==> src/rtl/pwm_spi_pkg.sv <==
// Shared types and constants for the PWM-driver SPI host.
// PWM_SPI_HOST_READBACK_EN widens the frame to three bytes for the echo read.
package pwm_spi_pkg;

  localparam int CMD_WRITE_BIT = 7;
  localparam int ADDR_W        = 3;
  localparam int BYTE_W        = 8;

`ifdef PWM_SPI_HOST_READBACK_EN
  localparam int NBITS = 3 * BYTE_W;
`else
  localparam int NBITS = 2 * BYTE_W;
`endif

  localparam int BIT_CNT_W    = $clog2(NBITS + 1);
  // Setup half, two halves per bit, hold half.
  localparam int FRAME_HALVES = 2 * NBITS + 2;

  typedef enum logic [2:0] {
    IDLE,
    SETUP,
    SHIFT,
    HOLD,
    GAP
  } state_t;

  function automatic logic [BYTE_W-1:0] build_cmd(input logic [ADDR_W-1:0] chan);
    logic [BYTE_W-1:0] cmd;
    cmd                = '0;
    cmd[CMD_WRITE_BIT] = 1'b1;
    cmd[ADDR_W-1:0]    = chan;
    return cmd;
  endfunction

endpackage

==> src/rtl/pwm_spi_host_timer.sv <==
// Loadable down-counter: ticks when it reaches zero while enabled.
// The owner reloads it on every tick to get a periodic strobe.
module spi_half_period_timer #(
  parameter int CNT_W = 2
) (
  input  logic             clk,
  input  logic             reset,
  input  logic             i_en,
  input  logic             i_load,
  input  logic [CNT_W-1:0] i_load_val,
  output logic             o_tick
);

  logic [CNT_W-1:0] r_cnt;

  always_ff @(posedge clk) begin
    if (reset) begin
      r_cnt <= '0;
    end else if (i_load) begin
      r_cnt <= i_load_val;
    end else if (i_en && (r_cnt != '0)) begin
      r_cnt <= r_cnt - 1'b1;
    end
  end

  assign o_tick = i_en && (r_cnt == '0);

endmodule

==> src/rtl/pwm_spi_host.sv <==
// SPI mode-0 write master for the 7-channel PWM driver.
// Define PWM_SPI_HOST_READBACK_EN to append an echo byte and check it.
module pwm_spi_host
  import pwm_spi_pkg::*;
#(
  parameter int CLK_DIV    = 4,
  parameter int GAP_CYCLES = 4
) (
  input  logic              clk,
  input  logic              reset,
  input  logic              req_valid,
  output logic              req_ready,
  input  logic [ADDR_W-1:0] req_chan,
  input  logic [BYTE_W-1:0] req_level,
  output logic              busy,
  output logic              done,
  output logic [BYTE_W-1:0] rb_data,
  output logic              rb_err,
  output logic              spi_sclk,
  output logic              spi_cs,
  output logic              spi_mosi,
  input  logic              spi_miso
);

  localparam int TMR_MAX = (CLK_DIV > GAP_CYCLES) ? CLK_DIV : GAP_CYCLES;
  localparam int CNT_W   = $clog2(TMR_MAX);
  localparam logic [CNT_W-1:0]     DIV_LOAD = CNT_W'(CLK_DIV - 1);
  localparam logic [CNT_W-1:0]     GAP_LOAD = CNT_W'(GAP_CYCLES - 1);
  localparam logic [BIT_CNT_W-1:0] LAST_BIT = BIT_CNT_W'(NBITS);

  if (CLK_DIV < 2) begin : g_bad_clk_div
    $error("pwm_spi_host: CLK_DIV must be at least 2");
  end
  if (GAP_CYCLES < 1) begin : g_bad_gap
    $error("pwm_spi_host: GAP_CYCLES must be at least 1");
  end

  state_t               r_state;
  logic [NBITS-1:0]     r_shift;
  logic [BIT_CNT_W-1:0] r_bit_cnt;
  logic                 r_cs;
  logic                 r_sclk;
  logic                 r_mosi;
  logic                 r_done;

  logic                 w_accept;
  logic                 w_tick;
  logic                 w_load;
  logic [CNT_W-1:0]     w_load_val;
  logic [NBITS-1:0]     w_frame;

  assign w_accept   = req_valid && (r_state == IDLE);
  assign w_load     = w_accept || w_tick;
  assign w_load_val = (r_state == HOLD) ? GAP_LOAD : DIV_LOAD;

`ifdef PWM_SPI_HOST_READBACK_EN
  assign w_frame = {build_cmd(req_chan), req_level, {BYTE_W{1'b0}}};
`else
  assign w_frame = {build_cmd(req_chan), req_level};
`endif

  spi_half_period_timer #(
    .CNT_W(CNT_W)
  ) u_timer (
    .clk       (clk),
    .reset     (reset),
    .i_en      (r_state != IDLE),
    .i_load    (w_load),
    .i_load_val(w_load_val),
    .o_tick    (w_tick)
  );

  always_ff @(posedge clk) begin
    if (reset) begin
      r_state   <= IDLE;
      r_shift   <= '0;
      r_bit_cnt <= '0;
      r_cs      <= 1'b1;
      r_sclk    <= 1'b0;
      r_mosi    <= 1'b0;
      r_done    <= 1'b0;
    end else begin
      r_done <= 1'b0;
      case (r_state)
        IDLE: if (w_accept) begin
          r_state   <= SETUP;
          r_cs      <= 1'b0;
          r_mosi    <= w_frame[NBITS-1];
          r_shift   <= {w_frame[NBITS-2:0], 1'b0};
          r_bit_cnt <= '0;
        end
        SETUP: if (w_tick) begin
          r_sclk  <= 1'b1;
          r_state <= SHIFT;
        end
        // MOSI advances only on the falling edge so it is stable at every rise.
        SHIFT: if (w_tick) begin
          if (r_sclk) begin
            r_sclk    <= 1'b0;
            r_mosi    <= r_shift[NBITS-1];
            r_shift   <= {r_shift[NBITS-2:0], 1'b0};
            r_bit_cnt <= r_bit_cnt + 1'b1;
          end else if (r_bit_cnt == LAST_BIT) begin
            r_state <= HOLD;
          end else begin
            r_sclk <= 1'b1;
          end
        end
        HOLD: if (w_tick) begin
          r_cs    <= 1'b1;
          r_done  <= 1'b1;
          r_state <= GAP;
        end
        GAP: if (w_tick) begin
          r_state <= IDLE;
        end
        default: r_state <= IDLE;
      endcase
    end
  end

`ifdef PWM_SPI_HOST_READBACK_EN
  localparam logic [BIT_CNT_W-1:0] RB_FIRST = BIT_CNT_W'(2 * BYTE_W);

  logic [BYTE_W-1:0] r_rb_data;
  logic [BYTE_W-1:0] r_level;
  logic              r_rb_err;
  logic              w_rb_sample;

  // Rising SCLK of the third byte; the driver shifts its echo out LSB first.
  assign w_rb_sample = (r_state == SHIFT) && w_tick && !r_sclk &&
                       (r_bit_cnt >= RB_FIRST) && (r_bit_cnt != LAST_BIT);

  always_ff @(posedge clk) begin
    if (reset) begin
      r_rb_data <= '0;
      r_level   <= '0;
      r_rb_err  <= 1'b0;
    end else if (w_accept) begin
      r_rb_data <= '0;
      r_level   <= req_level;
      r_rb_err  <= 1'b0;
    end else if (w_rb_sample) begin
      r_rb_data <= {spi_miso, r_rb_data[BYTE_W-1:1]};
    end else if ((r_state == HOLD) && w_tick) begin
      r_rb_err <= (r_rb_data != r_level);
    end
  end

  assign rb_data = r_rb_data;
  assign rb_err  = r_rb_err;
`else
  logic w_unused_miso;
  assign w_unused_miso = spi_miso;
  assign rb_data       = '0;
  assign rb_err        = 1'b0;
`endif

  assign req_ready = (r_state == IDLE);
  assign busy      = (r_state != IDLE);
  assign done      = r_done;
  assign spi_cs    = r_cs;
  assign spi_sclk  = r_sclk;
  assign spi_mosi  = r_mosi;

endmodule
==> config.mk <==
export PLATFORM = sky130hd
export DESIGN_NAME = pwm_spi_host
export DESIGN_NICKNAME = d
export VERILOG_FILES = /design/src/rtl/pwm_spi_pkg.sv /design/src/rtl/pwm_spi_host_timer.sv /design/src/rtl/pwm_spi_host.sv
export SDC_FILE = /design/constraint.sdc
export NUM_CORES = 1
export LEC_CHECK = 0
export BUFFER_PORTS_ARGS = -buffer_cell sky130_fd_sc_hd__buf_4
export CORE_ASPECT_RATIO = 1.5
export CORE_UTILIZATION = 45
export DETAILED_ROUTE_END_ITERATION = 10
export PLACE_DENSITY = 0.67
export SLEW_MARGIN = 5
export SYNTH_ARGS = -nofsm -noshare
export SYNTH_HDL_FRONTEND = slang
export SYNTH_SLANG_ARGS = --single-unit
==> constraint.sdc <==
create_clock -name clk -period 2.2 [get_ports clk]
set_input_delay 0 -clock clk [delete_from_list [all_inputs] [get_ports clk]]
set_output_delay 0 -clock clk [all_outputs]
set_load 0.01 [all_outputs]
* Word level (Yosys, flattened, before mapping)
Index checks and enable logic that the tools add are counted.
** Word-level totals
- Register bits after elaboration :: 30
- Output and inout bits :: 15
- Word-level logic and storage cells :: 71
- Bits of input ports :: 15
** Cells by class
- $add $sub $neg :: 2
- Bitwise logic cells :: 1
- Reductions and logical operators :: 17
- Equal/unequal tests :: 13
- Mux-type cells :: 30
** Operator list (number)
- $mux W16 :: 3
- $pmux W16 S2 :: 1
- $mux W3 :: 7
- $mux W5 :: 3
- $pmux W3 S5 :: 1
- $ne A2 B2 Y1 const B :: 7
- $pmux W5 S2 :: 1
- $reduce_bool A2 Y1 :: 5
- $mux W1 :: 9
- $reduce_and A7 Y1 :: 1
- $eq A3 B2 Y1 const B :: 2
- $pmux W1 S2 :: 3
- $reduce_and A3 Y1 :: 2
- $add A5 B1 Y5 const B :: 1
- $eq A5 B5 Y1 const B :: 1
- $mux W2 :: 2
- $reduce_and A4 Y1 :: 1
- $eq A3 B1 Y1 const B :: 1
- $eq A3 B3 Y1 const B :: 1
- $logic_and A1 B1 Y1 :: 3
- $logic_not A3 Y1 :: 1
- $reduce_bool A3 Y1 :: 1
- $logic_not A2 Y1 :: 1
- $ne A2 B1 Y1 const B :: 1
- other kinds (4) :: 4

* Depth between registers and ports, before layout
- Depth in word-level cells :: 5
- Mapped depth :: 8
- Depth with buffers taken out :: 5

* Modules after synthesis
From an unflattened synthesis, not the netlist that was laid out.
** Unflattened totals
- Cells, all modules :: 182
- Area, all modules :: 1705.4 um2
** Modules (own cells, without submodules)
- pwm_spi_host :: area each 1571.5 um2, cells each 167, instances 1
- spi_half_period_timer :: area each 133.9 um2, cells each 15, instances 1

* Worst setup path before layout
Ideal clock, no wire load.
- Kind :: register to register
- Start point :: register u_timer.r_cnt[0]
- End point :: register r_shift[10]
- Cell stages (with the launch flop) :: 9
- Period minus slack after synthesis :: 1591 ps
- Setup slack :: 609 ps
- Arrival :: 1475 ps
- Setup time :: 116 ps
- Path through :: dfxtp_1 inv_1 ha_1 and3_1 buf_2 o21a_1 buf_6 buf_6 o211a_1
** Between the ends
- Word-level cells in the longest chain between the ends :: 4
** Ends and longest elaborated chain
- from (decl) :: RTL line pwm_spi_host_timer.sv:14 : logic [CNT_W-1:0] r_cnt;
- from (signal assigned) :: RTL line pwm_spi_host_timer.sv:20 : r_cnt <= i_load_val;
- from (signal assigned) :: RTL line pwm_spi_host_timer.sv:22 : r_cnt <= r_cnt - 1'b1;
- $logic_not A2 Y1 :: RTL line pwm_spi_host_timer.sv:26 : assign o_tick = i_en && (r_cnt == '0);
- $logic_and A1 B1 Y1 :: RTL line pwm_spi_host_timer.sv:26
- $ne A2 B2 Y1 (no source line)
- $reduce_and A4 Y1 (no source line)
- to (signal assigned) :: RTL line pwm_spi_host.sv:89 : r_shift <= {w_frame[NBITS-2:0], 1'b0};
- to (signal assigned) :: RTL line pwm_spi_host.sv:101 : r_shift <= {r_shift[NBITS-2:0], 1'b0};
- to (decl) :: RTL line pwm_spi_host.sv:39 : logic [NBITS-1:0] r_shift;
Every way passes these cells.
A chain may end at the register's enable or synchronous reset.

* Final worst setup path
- Start point :: register u_timer.r_cnt[0]
- End point :: register r_shift[4]
The elaborated chain is that of the path after synthesis.

==> run_results.csv <==
group,metric,value,unit
grt,track_usage,19.91,%
clocking,hold_buffers,1,
critical_path,reg2reg_depth,6,
sta,holdWs,0.04684,ns
synth,ys_seq_elements,29,
sta,drv_slew,0,
worst_hold_path,worstHoldPathCells,2,
critical_path,crit_path_end_kind,"flop",
critical_path,worstPathArrival,1.80,ns
sta,setup_viol,0,
sta,finalWorstSetupSlack,0.5715,ns
clocking,cts_buffers,5,
grt,grt_max_degree,20,
finish,nNetsFinal,202,
clocking,worstSkewPairLatency,0.28,ns
floorplan,ios,30,
synth,postSynthCellCount,163,
synth,ys.flop_type,"dfxtp_1",
critical_path,r2r_end,"r_shift[4]",
clocking,postCtsSetupBuffers,0,
synth,async_flop_share,0,%
sta,min_period_over_period,74.02,%
power_and_ir_drop,max-vdd-ir-drop,0.0005099,V
power_and_ir_drop,p_leak,0.7954,nW
finish,nFillCells,297,
critical_path,crit_required,2.37,ns
critical_path,path_max_fanout,7,
synth,yosysSeqAreaShare,37.54,%
sta,clock_skew,0.005211,ns
critical_path,r2r-start,"u_timer.r_cnt[0]",
synth,synth_edf_count,0,
routing,via_per_inst,5.710,
clocking,cts_tree,"built",
routing,wl,3399,um
grt,grt_overflow_total,0,
routing,drt-initial-drc-count,21,
sta,period_needed,1.628,ns
place,post-place-ws,0.5899,ns
place,io_buffers,19,
critical_path,critPathKind,"reg2reg",
sta,max_freq,614.1,MHz
grt,grt_pass1_wl,5471,um
finish,drive_above_1_share,22.28,%
grt,grt_pass1_vias,1256,
grt,antenna_found_initial,0,
floorplan,core,3222,um^2
routing,ant_nets,0,
sta,tightest_slew,0.5551,ns
floorplan,die_width,49.87,um
synth,synthDistinctLibCells,50,
floorplan,die_area,3680,um^2
place,gp_congestion,0.7822,
synth,avgSynthCellArea,9.488,um^2
routing,vias,1279,
clocking,cts.sinks,29,
critical_path,ff2ff_setup_slack,0.57,ns
synth,yosys_warnings,0,
synth,syn_area,1546,um^2
critical_path,critPathLaunchType,"flop",
routing,drc_errors,0,
worst_hold_path,min_from,"reset",
finish,final_common_cell,"dfxtp_1",
status,outcome,"finished clean",
clocking,clockBufferDepth,2,
worst_hold_path,min_path_type,"in2reg",
floorplan,std_cell_rows,25,
clocking,h-tree-depth,2,
flow_run,drv_cap,0,
sta,final.setup.tns,0,ns
routing,drt_pass1_iterations,4,
clocking,clk_pin_slew,0.06,ns
floorplan,start_util,48.00,%
finish,antenna_cells,0,
finish,mostFrequentLayoutCells,"29 x dfxtp_1, 28 x buf_4, 12 x o211ai_1",
power_and_ir_drop,p_per_area,745.3,nW/um^2
clocking,cts_root_buf,"clkbuf_8",
worst_hold_path,hold_end,"r_state[2]",
sta,hold_viol,0,
sta,rsz0062_at_grt,"false",
sta,slew_headroom,62.76,%
clocking,cts-resized-gates,0,
routing,wl_per_cell,15.17,um
place,dp_hpwl,2476,um
floorplan,die-height,73.80,um
finish,syn2layout_area_growth,15.86,%
cell families after synthesis:
| logic type | after synthesis | share of synthesized area, % |
|---|---|---|
| AOI/OAI and AO/OA | 43 | 24.35 |
| and+or+nand+nor | 42 | 16.26 |
| buffers and inverters | 33 | 11.57 |
| DFF | 29 | 37.54 |
| muxes | 10 | 6.473 |
| adders and majority gates | 3 | 2.427 |
| xor gates and xnor gates | 2 | 1.133 |
| other | 1 | 0.2425 |
Yosys cell counts (all sizes together), types with 2 or more instances:
library cell  instances  area share (%)
nor3                  5             1.9
dfxtp                29              38
o211a                10             6.5
and3                  3             1.2
nand2                 7             1.7
o211ai               12             5.8
clkbuf                7             1.7
nand4                 3             1.2
xor2                  2             1.1
a31oi                 2            0.81
buf                  16             7.4
inv                   9             2.2
nand3                 2            0.65
o21ai                 2            0.65
a21oi                 2            0.65
ha                    3             2.4
mux2i                10             6.5
nand3b                2            0.97
nor2b                 4             1.6
o32ai                 3             2.7
nor2                  6             1.6
cell type report:
type                            instances  area, um^2  area share [%]
Tap cell                               40       50.05           2.793
Clock buffer                            7       86.33           4.818
Multi-Input combinational cell        109       817.0           45.60
Timing Repair Buffer                   29       220.2           12.29
Inverter                               10       37.54           2.095
Sequential cell                        29       580.6           32.40
flip-flops by register name, indices dropped and copies added (netlist names):
register,count
r_bit_cnt,5
r_state,3
spi_sclk,1
spi_mosi,1
spi_cs,1
r_shift,15
done,1
u_timer.r_cnt,2
where the power goes:
part / internal, mW / switching [mW]
Sequential: 0.570 / 0.0376
Clock: 0.247 / 0.192
Combinational: 0.138 / 0.150
worst max-delay path by stage:
stage	startpoint	end	depth (start not counted)
2_1_floorplan	u_timer.r_cnt[0]	r_shift[10]	8
3_3_place_gp	r_state[1]	r_bit_cnt[4]	4
3_5_place_dp	u_timer.r_cnt[0]	r_shift[6]	6
4_1_cts	u_timer.r_cnt[0]	r_shift[6]	6
5_1_grt	u_timer.r_cnt[0]	r_shift[4]	6
6_report	u_timer.r_cnt[0]	r_shift[4]	6
worst max-delay path: stages (launching register included):
cell and delay, ns:
dfxtp_1 0.35, inv_1 0.06, ha_1 0.22, and3_1 0.23, o21a_1 0.26, buf_4 0.19, o211a_1 0.20
metrics by stage:
step	area (um^2)	utilization [%]	power, mW	cells
after global placement	1695	52.62	0.8945	216
after floorplan	1577	-	0.8233	171
after detailed placement	1695	52.62	0.9061	216
final	1792	55.61	1.335	224
after CTS	1792	55.61	1.349	224
after global routing	1792	55.61	1.399	224
metal layers:
layer,vias to the layer above,part of all wire [%],global-route usage [%]
li1,626,-,-
met1,619,39,18.71
met2,28,55,38.44
met3,6,3.7,5.176
met4,0,2.0,10.48
met5,-,0,0
Note: power is estimated with default switching activity, not from simulation.
